### src/rtl/spi_flash_seq_pkg.sv
// spi_flash_seq shared definitions
// SPI master register fields, FSM states, request bundle
package spi_flash_seq_pkg;

  localparam int CTRL_CS     = 3;
  localparam int CTRL_DIV_HI = 2;
  localparam int CTRL_DIV_LO = 0;
  localparam int STAT_BUSY   = 7;

  localparam logic [7:0] CMD_READ_DEF = 8'h03;

  typedef enum logic [3:0] {
    S_IDLE,
    S_SEL,
    S_CMD,
    S_WCMD,
    S_A2,
    S_WA2,
    S_A1,
    S_WA1,
    S_A0,
    S_WA0,
    S_XFER,
    S_WAITD,
    S_RDD,
    S_OUT,
    S_DESEL
  } state_t;

  typedef struct packed {
    logic       wr;
    logic       rd;
    logic       cs_ctrl;
    logic       cs_stat;
    logic       cs_data;
    logic [7:0] d;
  } spi_req_t;

  function automatic spi_req_t wr_ctrl(
    input logic       cs,
    input logic [2:0] div
  );
    spi_req_t r;
    r = '0;
    r.wr = 1'b1;
    r.cs_ctrl = 1'b1;
    r.d[CTRL_CS] = cs;
    r.d[CTRL_DIV_HI:CTRL_DIV_LO] = div;
    return r;
  endfunction

  function automatic spi_req_t wr_data(
    input logic [7:0] d
  );
    spi_req_t r;
    r = '0;
    r.wr = 1'b1;
    r.cs_data = 1'b1;
    r.d = d;
    return r;
  endfunction

  function automatic spi_req_t rd_stat();
    spi_req_t r;
    r = '0;
    r.rd = 1'b1;
    r.cs_stat = 1'b1;
    return r;
  endfunction

  function automatic spi_req_t rd_data();
    spi_req_t r;
    r = '0;
    r.rd = 1'b1;
    r.cs_data = 1'b1;
    return r;
  endfunction

endpackage

### src/rtl/spi_flash_seq.sv
// spi_flash_seq: autonomous SPI-flash READ sequencer
// Shares the SPI master register port with the CPU path
module spi_flash_seq
  import spi_flash_seq_pkg::*;
#(
  parameter logic [7:0] CMD_READ = CMD_READ_DEF,
  parameter logic [2:0] CLKDIV   = 3'd0,
  parameter int         LEN_W    = 16
) (
  input  logic             clk,
  input  logic             resetn,
  input  logic             start_i,
  input  logic [23:0]      addr_i,
  input  logic [LEN_W-1:0] len_i,
  input  logic             abort_i,
  output logic             busy_o,
  output logic             done_o,
  output logic [7:0]       byte_o,
  output logic             byte_valid_o,
  input  logic             byte_ready_i,
  input  logic [7:0]       cpu_d_i,
  input  logic             cpu_wr_i,
  input  logic             cpu_rd_i,
  input  logic             cpu_cs_ctrl_i,
  input  logic             cpu_cs_stat_i,
  input  logic             cpu_cs_data_i,
  output logic [7:0]       cpu_d_o,
  output logic             cpu_blocked_o,
  output logic [7:0]       spi_d_o,
  input  logic [7:0]       spi_d_i,
  output logic             spi_wr_o,
  output logic             spi_rd_o,
  output logic             spi_cs_ctrl_o,
  output logic             spi_cs_stat_o,
  output logic             spi_cs_data_o
);

  state_t           state;
  spi_req_t         req;
  logic [23:0]      addr;
  logic [LEN_W-1:0] cnt;
  logic             abt;
  logic             stop;
  logic             sbusy;

  assign stop  = abort_i | abt;
  assign sbusy = spi_d_i[STAT_BUSY];

  // Sequencer FSM; req holds the strobe for the state being entered
  always_ff @(posedge clk) begin
    if (!resetn) begin
      state        <= S_IDLE;
      req          <= '0;
      addr         <= '0;
      cnt          <= '0;
      abt          <= 1'b0;
      busy_o       <= 1'b0;
      done_o       <= 1'b0;
      byte_o       <= 8'h00;
      byte_valid_o <= 1'b0;
    end else begin
      req    <= '0;
      done_o <= 1'b0;
      if (state != S_IDLE && abort_i) begin
        abt          <= 1'b1;
        byte_valid_o <= 1'b0;
      end
      unique case (state)
        S_IDLE: begin
          abt <= 1'b0;
          if (start_i) begin
            if (len_i != '0) begin
              addr   <= addr_i;
              cnt    <= len_i;
              busy_o <= 1'b1;
              req    <= wr_ctrl(1'b1, CLKDIV);
              state  <= S_SEL;
            end else begin
              done_o <= 1'b1;
            end
          end
        end
        S_SEL: begin
          if (abort_i) begin
            req   <= wr_ctrl(1'b0, CLKDIV);
            state <= S_DESEL;
          end else begin
            req   <= wr_data(CMD_READ);
            state <= S_CMD;
          end
        end
        S_CMD, S_A2, S_A1, S_A0, S_XFER: begin
          if (abort_i) begin
            req   <= wr_ctrl(1'b0, CLKDIV);
            state <= S_DESEL;
          end else begin
            req <= rd_stat();
            unique case (state)
              S_CMD:   state <= S_WCMD;
              S_A2:    state <= S_WA2;
              S_A1:    state <= S_WA1;
              S_A0:    state <= S_WA0;
              default: state <= S_WAITD;
            endcase
          end
        end
        S_WCMD, S_WA2, S_WA1, S_WA0, S_WAITD: begin
          if (sbusy) begin
            req <= rd_stat();
          end else if (stop) begin
            req   <= wr_ctrl(1'b0, CLKDIV);
            state <= S_DESEL;
          end else begin
            unique case (state)
              S_WCMD: begin
                req   <= wr_data(addr[23:16]);
                state <= S_A2;
              end
              S_WA2: begin
                req   <= wr_data(addr[15:8]);
                state <= S_A1;
              end
              S_WA1: begin
                req   <= wr_data(addr[7:0]);
                state <= S_A0;
              end
              S_WA0: begin
                req   <= wr_data(8'h00);
                state <= S_XFER;
              end
              default: begin
                req   <= rd_data();
                state <= S_RDD;
              end
            endcase
          end
        end
        S_RDD: begin
          if (abort_i) begin
            req   <= wr_ctrl(1'b0, CLKDIV);
            state <= S_DESEL;
          end else begin
            byte_o       <= spi_d_i;
            byte_valid_o <= 1'b1;
            state        <= S_OUT;
          end
        end
        S_OUT: begin
          if (abort_i) begin
            req   <= wr_ctrl(1'b0, CLKDIV);
            state <= S_DESEL;
          end else if (byte_ready_i) begin
            byte_valid_o <= 1'b0;
            cnt          <= cnt - LEN_W'(1);
            if (cnt == LEN_W'(1)) begin
              req   <= wr_ctrl(1'b0, CLKDIV);
              state <= S_DESEL;
            end else begin
              req   <= wr_data(8'h00);
              state <= S_XFER;
            end
          end
        end
        S_DESEL: begin
          busy_o <= 1'b0;
          done_o <= 1'b1;
          state  <= S_IDLE;
        end
        default: begin
          state <= S_IDLE;
        end
      endcase
    end
  end

  // Port mux: CPU passes through only while the sequencer is idle
  always_comb begin
    spi_wr_o      = req.wr;
    spi_rd_o      = req.rd;
    spi_cs_ctrl_o = req.cs_ctrl;
    spi_cs_stat_o = req.cs_stat;
    spi_cs_data_o = req.cs_data;
    spi_d_o       = req.d;
    cpu_d_o       = 8'h00;
    cpu_blocked_o = 1'b0;
    if (state == S_IDLE) begin
      spi_wr_o      = cpu_wr_i;
      spi_rd_o      = cpu_rd_i;
      spi_cs_ctrl_o = cpu_cs_ctrl_i;
      spi_cs_stat_o = cpu_cs_stat_i;
      spi_cs_data_o = cpu_cs_data_i;
      spi_d_o       = cpu_d_i;
      cpu_d_o       = spi_d_i;
    end else begin
      cpu_blocked_o = cpu_wr_i | cpu_rd_i;
    end
  end

endmodule

### config.mk
export PLATFORM = sky130hd
export DESIGN_NAME = spi_flash_seq
export DESIGN_NICKNAME = d
export VERILOG_FILES = /design/src/rtl/spi_flash_seq_pkg.sv /design/src/rtl/spi_flash_seq.sv
export SDC_FILE = /design/constraint.sdc
export NUM_CORES = 1
export LEC_CHECK = 0
export ABC_AREA = 1
export CAP_MARGIN = 20
export CORE_MARGIN = 8
export CORE_UTILIZATION = 53
export CTS_CLUSTER_SIZE = 40
export DETAILED_ROUTE_END_ITERATION = 8
export GPL_ROUTABILITY_DRIVEN = 0
export GPL_TIMING_DRIVEN = 0
export PLACE_DENSITY = 0.86
export SLEW_MARGIN = 30
export SYNTH_ARGS = -nofsm -noshare
export SYNTH_HDL_FRONTEND = slang
export SYNTH_SLANG_ARGS = --single-unit
### constraint.sdc
create_clock -name clk -period 2.8 [get_ports clk]
set_clock_uncertainty 0.1 [all_clocks]
set_input_delay 0.28 -clock clk [delete_from_list [all_inputs] [get_ports clk]]
set_output_delay 0.28 -clock clk [all_outputs]
set_load 0.01 [all_outputs]
==> results of run 1 <==
-- timing repair --
item,in CTS,in global routing
endpoints found under the setup margin,0,11
endpoints found under the hold margin,0,0
resized for setup,0,2
-- state kept, by name, summed over array words and instances (netlist names) --
name,cells
addr,24
busy_o,1
cnt,16
done_o,1
byte_valid_o,1
abt,1
state,4
req,13
byte_o,8
-- cell usage after synthesis, types with 3 or more instances --
library cell,number
or2_2,3
clkbuf_1,13
buf_4,4
buf_2,4
a21oi_1,31
o21ai_0,44
nand2_1,178
nor2_1,130
a31oi_1,4
o21ai_1,6
nor3_1,5
nor2_4,4
inv_1,46
a21oi_2,3
nand3_1,39
nand3_2,3
inv_2,6
nand2_2,5
dfxtp_1,69
-- metal layers --
metal / GRT usage, % / up-vias / wire length (µm)
met5: 0 / - / 0
met4: 12.0 / 0 / 286
met3: 5.11 / 31 / 1040
met2: 39.3 / 238 / 5480
met1: 26.1 / 1924 / 4650
li1: - / 2157 / -
-- power by group --
| group | total, mW | leakage, nW | internal, mW | switching (mW) |
|---|---|---|---|---|
| Clock | 0.798 | 0.0923 | 0.409 | 0.389 |
| Sequential | 1.45 | 0.566 | 1.25 | 0.202 |
| Combinational | 2.45 | 1.54 | 0.973 | 1.48 |
| Total | 4.70 | 2.20 | 2.63 | 2.07 |
-- kinds of logic (layout without fill, tap and decap cells) --
kind of cell	count (synthesis)	after routing	share of synthesized area (%)
AOI/OAI and AO/OA	92	92	12.9
buffers and inverters	76	188	8.47
DFF	69	69	36.5
and+or+nand+nor	374	374	41.0
adders and majority gates	2	2	0.661
xor gates and xnor gates	2	2	0.463
-- critical path: stages, from the launching register on --
cell             delay (ps)
dfxtp_1                 390
nor2_2                  280
nand2_2                 120
buf_6                   180
clkbuf_2                200
nor2_1                  130
clkdlybuf4s50_1         550
-- cell type report --
cell class / count / share of cell area (%)
Timing Repair Buffer: 98 / 19.3
Tap cell: 99 / 2.44
Clock buffer: 10 / 2.52
Inverter: 53 / 3.92
Sequential cell: 69 / 27.2
Buffer: 21 / 2.27
Multi-Input combinational cell: 470 / 41.0
Clock inverter: 6 / 1.26
-- worst paths after layout --
path	depth (start not counted)	start	endpoint	slack (ps)
min reg2reg	2	byte_o[2]	byte_o[2]	370
max reg2reg	8	state[2]	cnt[13]	630
max	6	state[2]	cpu_d_o[3]	200
min	2	byte_o[2]	byte_o[2]	370
==> metrics, run 1 <==
minimum clock period after layout=2600 ps; Total Negative Setup Slacks=0 ps; VDD IR max=0.426 mV; Total Wirelength=11,500 µm; first-pass GRT wire length=18,500 µm; Post-CTS Setup Bufs=0; main flop type after synthesis=dfxtp_1; initial cell density of the core=53.3%; relative slew slack=59.2%; sequential area share after synthesis=36.5%; number of fill cells=600; Final Hold Fails=0; clock sink count=69; num rows=31; overall power=4.70 mW; Worst Slack Setup Final=203 ps; Final ANT Viol Nets=0; YS warnings=0; clock slew at reported path FFs=70 ps; EDFF count, synth=0; Worst Tran Pin Value=605 ps; Register Area=1380 µm²; Max Cap Viol=0; commonest non-fill, non-tap cells in the layout=nand2_1, nor2_1, clkdlybuf4s50_1; largest cells by area after synthesis=dfxtp_1, nand2_1, nor2_1; area grow syn2layout=34.1%; dpl cell area=4890 µm²; Max FO, Critical Path=19; vias in the first global route=4,090; Hold-fix buffers, CTS=0; core footprint=7100 µm²; Syn Area/Cell=6.15 µm²; Vias=4,350; CTS Buffer Depth=2; placed cells=812; pin count of the biggest net entering global routing=13; Non-Filler Instances=826; synthesized instance count=615; RSZ-0062 raised after global routing=no; final core utilization=71.5%; critical path class=flop to primary output; kind of end point of the critical path=primary output; drt wl/cell=13.9 µm; Clock Latency Late Sink=360 ps; All-Layer GR Usage=23.0%; Die Y=100 µm; top cell type's share of synthesized area=36.5%; fin area=5070 µm²; Worst EP required=2420 ps; layout cells sized above 1=7.15%; Post-Syn Nets=683; Detailed Place HPWL=8800 µm; period utilization=92.7%; # diodes=0; Vias/cell=5.27; CTS Root Cell=clkbuf_8; initial antenna violation count=0; Place WS=468 ps; Max Clk Rate=385 MHz; leakage power=2.20 nW; die area=10,100 µm²; Synth async-reset ratio=0%; DRC Markers=0; Yosys cell types=30; port bufs=98; synthesized area=3780 µm²; top-level I/O count=99; most common cell after layout, fill and taps aside=nand2_1; number of CTS-inserted buffers=9; H-tree levels=3; CTS tree=done; final net count=790; first drt pass iteration count=5; Starting DRT DRC Count=364; worst path arrival time=2220 ps; total congestion overflow=0; Slew Viols, Final=0; Worst Hold Class=flop to flop; Yosys top cell by area=dfxtp_1; status=finished, final reports clean; area of the multi-input gates=2080 µm²; Seq cells post-synth=69; Min Hold Slack=367 ps; Finish-stage setup viols=0; CP Launch Type=flop; PwrDens=926 nW/µm²; die width=100 µm
No activity file was read; power rests on OpenSTA's default activity.
==> run 2: changes to the inputs <==
CORE_UTILIZATION = 44   (was 53)
PLACE_DENSITY = 0.76   (was 0.86)
SLEW_MARGIN = 20   (was 30)
clock period = 2.1 ns   (was 2.8 ns; I/O delays follow)
==> metrics, run 2 (synthesis gave the netlist of run 1 again) <==
Top reg by flops=addr; met1 Track Usage GR=24.9%; Die Y=109 µm; clock slew at reported path FFs=80 ps; Place WS=-232 ps; CP Launch Type=flop; most common cell after layout, fill and taps aside=nand2_1; vias in the first global route=4,106; PwrDens=1260 nW/µm²; DRC Markers=0; RSZ-0062 raised after global routing=no; Register Area=1390 µm²; # diodes=0; kind of end point of the critical path=primary output; Worst Hold Class=flop to flop; die area=11,800 µm²; Clk pwr share=19.6%; Detailed Place HPWL=8940 µm; initial antenna violation count=0; critical path class=flop to primary output; Non-Filler Instances=840; final net count=795; H-tree levels=3; All-Layer GR Usage=19.8%; total congestion overflow=0; Worst Tran Pin Value=649 ps; CTS Root Cell=clkbuf_8; Slew Viols, Final=0; biggest regs=addr x24, cnt x16, req x13; Total Wirelength=11,600 µm; minimum clock period after layout=2010 ps; final core utilization=60.8%; Min Hold Slack=366 ps; Max FO, Critical Path=10; die width=109 µm; first-pass GRT wire length=19,000 µm; status=finished, final reports clean; Clock Latency Late Sink=360 ps; number of flip-flops under the largest register name=24; CTS tree=done; Starting DRT DRC Count=295; crit-path max cell delay=310 ps; drt wl/cell=13.8 µm; crit path cell chain=buf_6 -> nor2_4 -> nand2_2 -> buf_6 -> clkbuf_8 -> nand2_1 -> nand2_1 -> dlygate4sd2_1; number of CTS-inserted buffers=9; kind of cell adding the most delay to the critical path=buffers and inverters; Final ANT Viol Nets=0; clock sink count=69; Finish-stage setup viols=0; gr busiest metal=met2; Final Hold Fails=0; Vias/cell=5.14; commonest non-fill, non-tap cells in the layout=nand2_1, nor2_1, clkdlybuf4s50_1; crit path max-delay cell type=dfxtp_1; WP buf/inv=4; Pint=3.66 mW; Max Cap Viol=0; period utilization=95.8%; sw frac=43.7%; initial cell density of the core=44.5%; area of the multi-input gates=2090 µm²; overall power=6.50 mW; port bufs=98; Worst Slack Setup Final=87.5 ps; layout cells sized above 1=8.61%; leakage power=2.32 nW; number of fill cells=808; worst path arrival time=1700 ps; Worst EP required=1790 ps; Logic pwr share=50.7%; top-level I/O count=99; CTS Buffer Depth=2; core footprint=8510 µm²; num rows=34; met2 Track Usage GR=32.0%; placed cells=821; Vias=4,314; Flop pwr share=29.8%; area grow syn2layout=36.7%; relative slew slack=56.3%; Sw Pwr=2.84 mW; GRT met3 Usage=4.85%; VDD IR max=0.529 mV; Max Clk Rate=497 MHz; pin count of the biggest net entering global routing=15; first drt pass iteration count=5
run 2: cell types whose count changed in the layout (fill, tap and decap cells not counted), moves of 2 or more:
cell,previous run,this run
clkdlybuf4s50_1,98,76
dlygate4sd2_1,0,19
clkbuf_8,9,12
clkdlybuf4s15_1,0,3
dfxtp_1,69,66
dfxtp_2,0,3
buf_4,4,6
clkbuf_1,11,9
clkinv_2,2,0
clkinvlp_4,2,0
inv_6,0,2
run 2: layer usage:
| metal | part of all wire, % | wire length (µm) |
|---|---|---|
| met1 | 44 | 5060 |
| met2 | 46 | 5300 |
| met3 | 8.0 | 924 |
| met4 | 2.5 | 286 |
| met5 | 0 | 0 |
run 2: area by class of cell:
class,count,share of cell area (%)
Sequential cell,69,26.8
Clock inverter,7,2.06
Buffer,23,3.02
Timing Repair Buffer,101,18.9
Inverter,53,3.85
Clock buffer,9,2.39
Tap cell,108,2.61
Multi-Input combinational cell,470,40.3
run 2: path summary, 6_finish.rpt:
path / depth (start not counted) / slack [ps] / endpoint / from
min reg2reg: 2 / 370 / byte_o[0] / byte_o[0]
min: 2 / 370 / byte_o[0] / byte_o[0]
max: 8 / 90 / spi_d_o[3] / state[1]
max reg2reg: 9 / 230 / cnt[14] / cnt[0]
run 2: tightest hold or removal path, stage by stage (launching register included):
cell     delay [ps]
dfxtp_1         320
nand2_1          60
a21oi_1          50
run 2: per-stage QoR:
| stage | TNS (ps) | cell area (µm²) |
|---|---|---|
| finish | 0 | 5170 |
| global route | 0 | 5170 |
| CTS | 0 | 5160 |
| detailed placement | -3760 | 4900 |
| global placement | -2330 | 4900 |
| floorplan | 0 | 3780 |
run 2: repair_timing:
action	CTS	global route
resized for setup	37	5
endpoints found under the hold margin	0	0
setup buffers	2	1
endpoints found under the setup margin	22	7
pin swaps	2	0
hold buffers	0	0
run 2: power by group through the flow:
stage	sequential [mW]	combinational, mW	clock, mW
final	1.94	3.29	1.27
after global routing	1.98	3.69	1.34
after CTS	1.93	3.24	1.28
after detailed placement	1.94	3.24	0
after global placement	1.93	3.16	0
after floorplan	1.88	2.14	0
